File: config.mk
export PLATFORM = sky130hd
export DESIGN_NAME = spi_mem_xfer_engine
export DESIGN_NICKNAME = d
export VERILOG_FILES = /design/src/rtl/spi_mem_xfer_engine.sv
export SDC_FILE = /design/constraint.sdc
export NUM_CORES = 1
export LEC_CHECK = 0
export CAP_MARGIN = 5
export CELL_PAD_IN_SITES_DETAIL_PLACEMENT = 0
export CELL_PAD_IN_SITES_GLOBAL_PLACEMENT = 1
export CORE_ASPECT_RATIO = 0.7
export CORE_MARGIN = 2
export CORE_UTILIZATION = 35
export DETAILED_ROUTE_END_ITERATION = 16
export GPL_TIMING_DRIVEN = 1
export PLACE_DENSITY = 0.81
export SLEW_MARGIN = 25
export SYNTH_ARGS = -nofsm -noshare
export SYNTH_HDL_FRONTEND = slang
export SYNTH_SLANG_ARGS = --single-unit
File: constraint.sdc
create_clock -name CLK -period 1.8 [get_ports CLK]
set_clock_uncertainty 0.2 [all_clocks]
set_input_delay 0.36 -clock CLK [delete_from_list [all_inputs] [get_ports CLK]]
set_output_delay 0.36 -clock CLK [all_outputs]
set_load 0.01 [all_outputs]
File: src/rtl/spi_mem_xfer_engine.sv
// -----------------------------------------------------------------------------
// spi_mem_xfer_engine
//
// Bit-level SPI master (mode 0) that turns one memory-controller request into a
// single 64-bit serial SRAM frame: 8-bit command, 24-bit byte address and
// 32-bit data, all shifted MSB first. Read data is collected from the last 32
// MISO samples and returned on RD together with a one-cycle done pulse.
//
// Frame timeline (cycle 0 = the cycle in which start is sampled in IDLE,
// D = CLK_DIV):
//   cycles 1 .. 128*D        SHIFT : 64 bits, each D cycles low then D high
//   cycles 128*D+1 .. 129*D  HOLD  : spi_clk low, CS still asserted
//   cycle  129*D+1           done  : CS released, RD loaded (reads only)
//   CS_IDLE_CYCLES cycles    GAP   : CS high, busy still high
//
// Ports:
//   CLK       system clock, everything on posedge
//   reset     synchronous active-high reset, aborts any frame
//   start     request strobe, only looked at while idle
//   we        1 = write, 0 = read (captured with start)
//   A         byte address, low ADDR_BITS bits used (captured with start)
//   WD        write data (captured with start)
//   RD        read data, held until the next read completes
//   done      one-cycle pulse at the end of a frame
//   busy      high from the cycle after acceptance to the end of the gap
//   spi_clk   serial clock, idles low
//   spi_mosi  serial data out
//   spi_miso  serial data in
//   spi_cs_n  chip select, active low
// -----------------------------------------------------------------------------
module spi_mem_xfer_engine #(
    parameter int          CLK_DIV        = 2,
    parameter int          ADDR_BITS      = 24,
    parameter logic [7:0]  CMD_READ       = 8'h03,
    parameter logic [7:0]  CMD_WRITE      = 8'h02,
    parameter int          CS_IDLE_CYCLES = 2
) (
    input  logic        CLK,
    input  logic        reset,
    input  logic        start,
    input  logic        we,
    input  logic [31:0] A,
    input  logic [31:0] WD,
    output logic [31:0] RD,
    output logic        done,
    output logic        busy,
    output logic        spi_clk,
    output logic        spi_mosi,
    input  logic        spi_miso,
    output logic        spi_cs_n
);

    localparam int PH_W  = $clog2(CLK_DIV) + 1;
    localparam int GAP_W = $clog2(CS_IDLE_CYCLES) + 1;

    localparam logic [PH_W-1:0]  PH_LAST  = PH_W'(CLK_DIV - 1);
    localparam logic [GAP_W-1:0] GAP_LAST = GAP_W'(CS_IDLE_CYCLES - 1);

    // The address field in the frame is always 24 bits wide; a narrower
    // ADDR_BITS is zero-extended into it.
    localparam int ADDR_USED = (ADDR_BITS < 24) ? ADDR_BITS : 24;

    typedef enum logic [1:0] {
        S_IDLE,
        S_SHIFT,
        S_HOLD,
        S_GAP
    } state_t;

    state_t            r_state;
    logic [63:0]       r_shift;     // bit currently on MOSI sits in [63]
    logic [31:0]       r_rx;
    logic              r_we;
    logic [5:0]        r_bit;
    logic [PH_W-1:0]   r_phase;
    logic [GAP_W-1:0]  r_gap;
    logic              r_sclk;
    logic              r_mosi;
    logic              r_cs_n;
    logic              r_done;
    logic              r_busy;
    logic [31:0]       r_rd;

    logic [23:0]       w_addr;
    logic [63:0]       w_frame;
    logic              w_unused_addr;

    assign w_addr        = 24'(A[ADDR_USED-1:0]);
    assign w_unused_addr = ^A[31:ADDR_USED];

    // Reads send zeros in the data phase; the memory drives MISO then.
    assign w_frame = {(we ? CMD_WRITE : CMD_READ), w_addr, (we ? WD : 32'h0)};

    always_ff @(posedge CLK) begin
        if (reset) begin
            r_state  <= S_IDLE;
            r_shift  <= '0;
            r_rx     <= '0;
            r_we     <= 1'b0;
            r_bit    <= '0;
            r_phase  <= '0;
            r_gap    <= '0;
            r_sclk   <= 1'b0;
            r_mosi   <= 1'b0;
            r_cs_n   <= 1'b1;
            r_done   <= 1'b0;
            r_busy   <= 1'b0;
            r_rd     <= '0;
        end else begin
            r_done <= 1'b0;

            case (r_state)
                S_IDLE: begin
                    if (start) begin
                        r_state <= S_SHIFT;
                        r_shift <= w_frame;
                        r_we    <= we;
                        r_mosi  <= w_frame[63];
                        r_cs_n  <= 1'b0;
                        r_sclk  <= 1'b0;
                        r_bit   <= '0;
                        r_phase <= '0;
                        r_busy  <= 1'b1;
                    end
                end

                S_SHIFT: begin
                    if (r_phase != PH_LAST) begin
                        r_phase <= r_phase + PH_W'(1);
                    end else begin
                        r_phase <= '0;
                        if (!r_sclk) begin
                            // Rising edge: the slave's bit is sampled on the
                            // same posedge that raises spi_clk. Only bits
                            // 32..63 (data phase) are kept, and only for reads.
                            r_sclk <= 1'b1;
                            if (!r_we && r_bit[5]) begin
                                r_rx <= {r_rx[30:0], spi_miso};
                            end
                        end else begin
                            // Falling edge: start of the next low phase, the
                            // only point where MOSI is allowed to change.
                            r_sclk <= 1'b0;
                            if (r_bit == 6'd63) begin
                                r_state <= S_HOLD;
                                r_mosi  <= 1'b0;
                            end else begin
                                r_bit   <= r_bit + 6'd1;
                                r_shift <= {r_shift[62:0], 1'b0};
                                r_mosi  <= r_shift[62];
                            end
                        end
                    end
                end

                S_HOLD: begin
                    if (r_phase != PH_LAST) begin
                        r_phase <= r_phase + PH_W'(1);
                    end else begin
                        r_phase <= '0;
                        r_state <= S_GAP;
                        r_cs_n  <= 1'b1;
                        r_done  <= 1'b1;
                        r_gap   <= '0;
                        if (!r_we) begin
                            r_rd <= r_rx;
                        end
                    end
                end

                S_GAP: begin
                    // The done cycle is the first gap cycle.
                    if (r_gap == GAP_LAST) begin
                        r_gap   <= '0;
                        r_state <= S_IDLE;
                        r_busy  <= 1'b0;
                    end else begin
                        r_gap <= r_gap + GAP_W'(1);
                    end
                end

                default: begin
                    r_state <= S_IDLE;
                    r_cs_n  <= 1'b1;
                    r_sclk  <= 1'b0;
                    r_mosi  <= 1'b0;
                    r_busy  <= 1'b0;
                end
            endcase
        end
    end

    assign RD       = r_rd;
    assign done     = r_done;
    assign busy     = r_busy;
    assign spi_clk  = r_sclk;
    assign spi_mosi = r_mosi;
    assign spi_cs_n = r_cs_n;

endmodule

==> summary.txt, run 1 <==
Run status
  • Status: complete, but fails checks
  • Violated checks: setup timing

Synth
  • Post-synth EDFFs: 0
  • Cell with the most instances after synthesis: dfxtp_1
  • Area leader, netlist: dfxtp_1
  • Syn Nets: 762
  • Fraction of registers with async set/reset: 0
  • Syn Area/Cell: 8.66 sq um
  • Sequential area share after synthesis: 0.488
  • Mapped cell area: 5950 sq um
  • Commonest cells post-synth: 145 x dfxtp_1, 141 x nand2_1, 138 x a21oi_1
  • Yosys top cell area share: 0.488
  • Ys Warns: 0
  • Synth top area cells: dfxtp_1 49%, a21oi_1 12%, nand2_1 8.9%
  • Ys flop type: dfxtp_1
  • Distinct cells, synth: 41
  • Post-synthesis register bit count: 145
  • Cells after synthesis: ~690

STA
  • Fmax: roughly 510 MHz
  • Final period utilization: 1.09
  • Setup_tns: -11.03 ns
  • Slew HR: 0.677
  • Setup-failing EPs final: 133
  • Final Hold Viols: 0
  • WHS: 0.0557 ns
  • Max-slew violations: 0
  • Min cycle time layout: approximately 2.0 ns
  • Final worst setup slack: -0.169 ns
  • RSZ-0062 raised after global routing: yes
  • Worst-Margin Slew: 0.485 ns

Setup path
  • Required @ worst endpoint: 1.94 ns
  • Reg2Reg Setup Slack: -0.17 ns
  • Worst setup EP type: register
  • WP data arrival: 2.11 ns
  • Critical path launch point type: register
  • Crit path max fanout: 12
  • WS Path Type: reg2reg

Final layout
  • Final non-filler cell area: roughly 9500 sq um
  • Number of fill cells: 1404
  • Layout cells sized above 1: 0.303
  • Nets@finish: 896
  • Non-Filler Instances: ~1100
  • Final Util: 0.573
  • Number of diodes: 0
  • Area Growth Syn to Fin: 58.8%

Pwr
  • PwrDens: 1400 nW/um^2
  • VDD IR-drop max: 0.694 mV
  • Design Power: 13.2 mW
  • Leakage: about 3.5 nW

Global route
  • Initial antenna violation count: 0
  • GRT Max-Usage Layer: met2
  • Total congestion overflow: 0
  • Vias in the first global route: 5580
  • Met2 global-route usage: 0.298
  • GR Util met1: 0.260
  • First-pass GRT wire length: 27.9 mm
  • Routing usage on met3: 0.0418
  • Pin count of the biggest net entering global routing: 55
  • GR Util All Layers: 0.193

Clock tree
  • H-tree levels: 4
  • CTS Sinks: 145
  • Clk buf depth: 2
  • Hold_buf cts: 0
  • CTS tree: done
  • CTS Buf Count: 17
  • Worst-path clk slew: 0.07 ns
  • Clock Tree Root: clkbuf_16
  • Clk Latency, worst-skew pair: roughly 0.43 ns

Detailed routing
  • Via count: around 5600
  • DRT Pass-1 Iters: 5
  • Initial DRC Count: 425
  • Vias per std cell: about 5.3
  • DRC violations left: 0
  • Antenna viol nets, final: 0
  • Drt total wl: around 19 mm
  • Wire length per cell: 17.6 um

Min path
  • Worst hold-check path type: in2reg

Placed design
  • GPL Wtd Cong: 0.802
  • Placed Area: ~7500 sq um
  • Dpl cells: 992
  • PortBufs: 97
  • Place WS: -0.382 ns
  • DP Wirelength: 9.68 mm

Floorplanning
  • Die width: 160 um
  • Initial core utilization: 0.361
  • Die Y: around 110 um
  • Core Rows: 39
  • Die footprint: 18100 sq um
  • I/O pins: 106
  • Core Region: approximately 16000 sq um

Flow run
  • Max Cap Viol: 0
-- kinds of logic (layout without fill, tap and decap cells) --
group,after synthesis,count (layout),share of synthesized area
mux,27,27,0.0454
buf+inv,67,214,0.0530
flops,145,145,0.488
simple gates,188,188,0.138
fa+ha+maj,6,6,0.0126
compound gates,253,253,0.262
xor+xnor,1,1,0.00147
-- flip-flops by register name (all words and copies together), names as in the netlist --
name	flops
spi_cs_n	1
r_gap	2
r_state	2
done	1
r_shift	63
r_phase	2
spi_clk	1
r_we	1
RD	32
r_bit	6
busy	1
r_rx	32
spi_mosi	1
-- worst max-delay path: stages (launching register included) --
cell and delay (ns):
dfxtp_4 0.36, buf_6 0.12, ha_4 0.18, buf_8 0.15, a21oi_4 0.19, buf_12 0.18
clkbuf_16 0.21, a21oi_2 0.07, a211oi_2 0.22
-- cell type report --
class	count	area [sq um]	area share
flip-flops and latches	145	2910	0.308
inverters	4	17.5	0.00185
repair buffers	178	2120	0.224
clock buffers	19	453	0.0479
clock inverters	13	171	0.0181
well taps	225	282	0.0298
multi-input cells	475	3500	0.370
-- report_power, final --
part	switching (mW)	total [mW]	leakage, nW	internal (mW)
sequential	0.442	4.23	1.18	3.78
clock	1.47	3.75	0.307	2.28
combinational	2.54	5.23	1.98	2.69
total	4.45	13.2	3.48	8.76
-- metal layers --
| layer | routed length [um] | up-vias | part of all wire |
|---|---|---|---|
| met5 | 0 | - | 0 |
| li1 | - | 2721 | - |
| met1 | 8760 | 2699 | 0.47 |
| met2 | 8530 | 161 | 0.46 |
| met3 | 915 | 44 | 0.049 |
| met4 | 454 | 0 | 0.024 |
-- final timing paths --
| check | depth (start not counted) | from | endpoint |
|---|---|---|---|
| worst min register to register | 2 | RD[31]$_SDFFE_PP0P_ | RD[31]$_SDFFE_PP0P_ |
| worst max register to register | 8 | r_state[0]$_SDFFE_PP0P_ | r_shift[22]$_SDFFE_PP0P_ |
| worst max-delay path | 8 | r_state[0]$_SDFFE_PP0P_ | r_shift[22]$_SDFFE_PP0P_ |
| worst min-delay path | 2 | reset | busy$_SDFFE_PP0P_ |
-- layout by cell type (no fill, tap or decap), types with 3 or more instances in the layout --
master           count
a21oi_2             45
buf_6               13
buf_4               33
buf_12              19
buf_16               6
bufinv_16            3
a21o_1               3
a21oi_1             82
dfxtp_1            140
nand2_4              5
mux2i_1             26
o21ai_0             11
a211oi_1            11
dlygate4sd2_1       36
dfxtp_2              3
nand3_1              4
a22oi_1             31
nand2b_1            10
a211oi_2            42
nand3b_1             4
nor2_1               9
ha_4                 4
inv_6                5
a21oi_4             12
a311oi_2             4
clkbuf_16           25
nand2_1            135
clkdlybuf4s50_1     59
-- timing repair --
action	4_1_cts	5_1_grt
gates resized for setup	124	103
endpoints found under the setup margin	143	137
cloned	9	9
pin swaps	30	32
buffers inserted	15	4
No activity file was read; power rests on OpenSTA's default activity.
==> run 2: changes to the inputs <==
--- a/config.mk
+++ b/config.mk
@@ -5,12 +5,14 @@
 export SDC_FILE = /design/constraint.sdc
 export NUM_CORES = 1
 export LEC_CHECK = 0
+export ABC_CLOCK_PERIOD_IN_PS = 1800
 export CAP_MARGIN = 5
 export CELL_PAD_IN_SITES_DETAIL_PLACEMENT = 0
 export CELL_PAD_IN_SITES_GLOBAL_PLACEMENT = 1
 export CORE_ASPECT_RATIO = 0.7
 export CORE_MARGIN = 2
 export CORE_UTILIZATION = 35
+export CTS_CLUSTER_SIZE = 8
 export DETAILED_ROUTE_END_ITERATION = 16
 export GPL_TIMING_DRIVEN = 1
 export PLACE_DENSITY = 0.81
==> results of run 2 <==
Same layout as run 1: the final DEF is identical, and so are final timing and power.
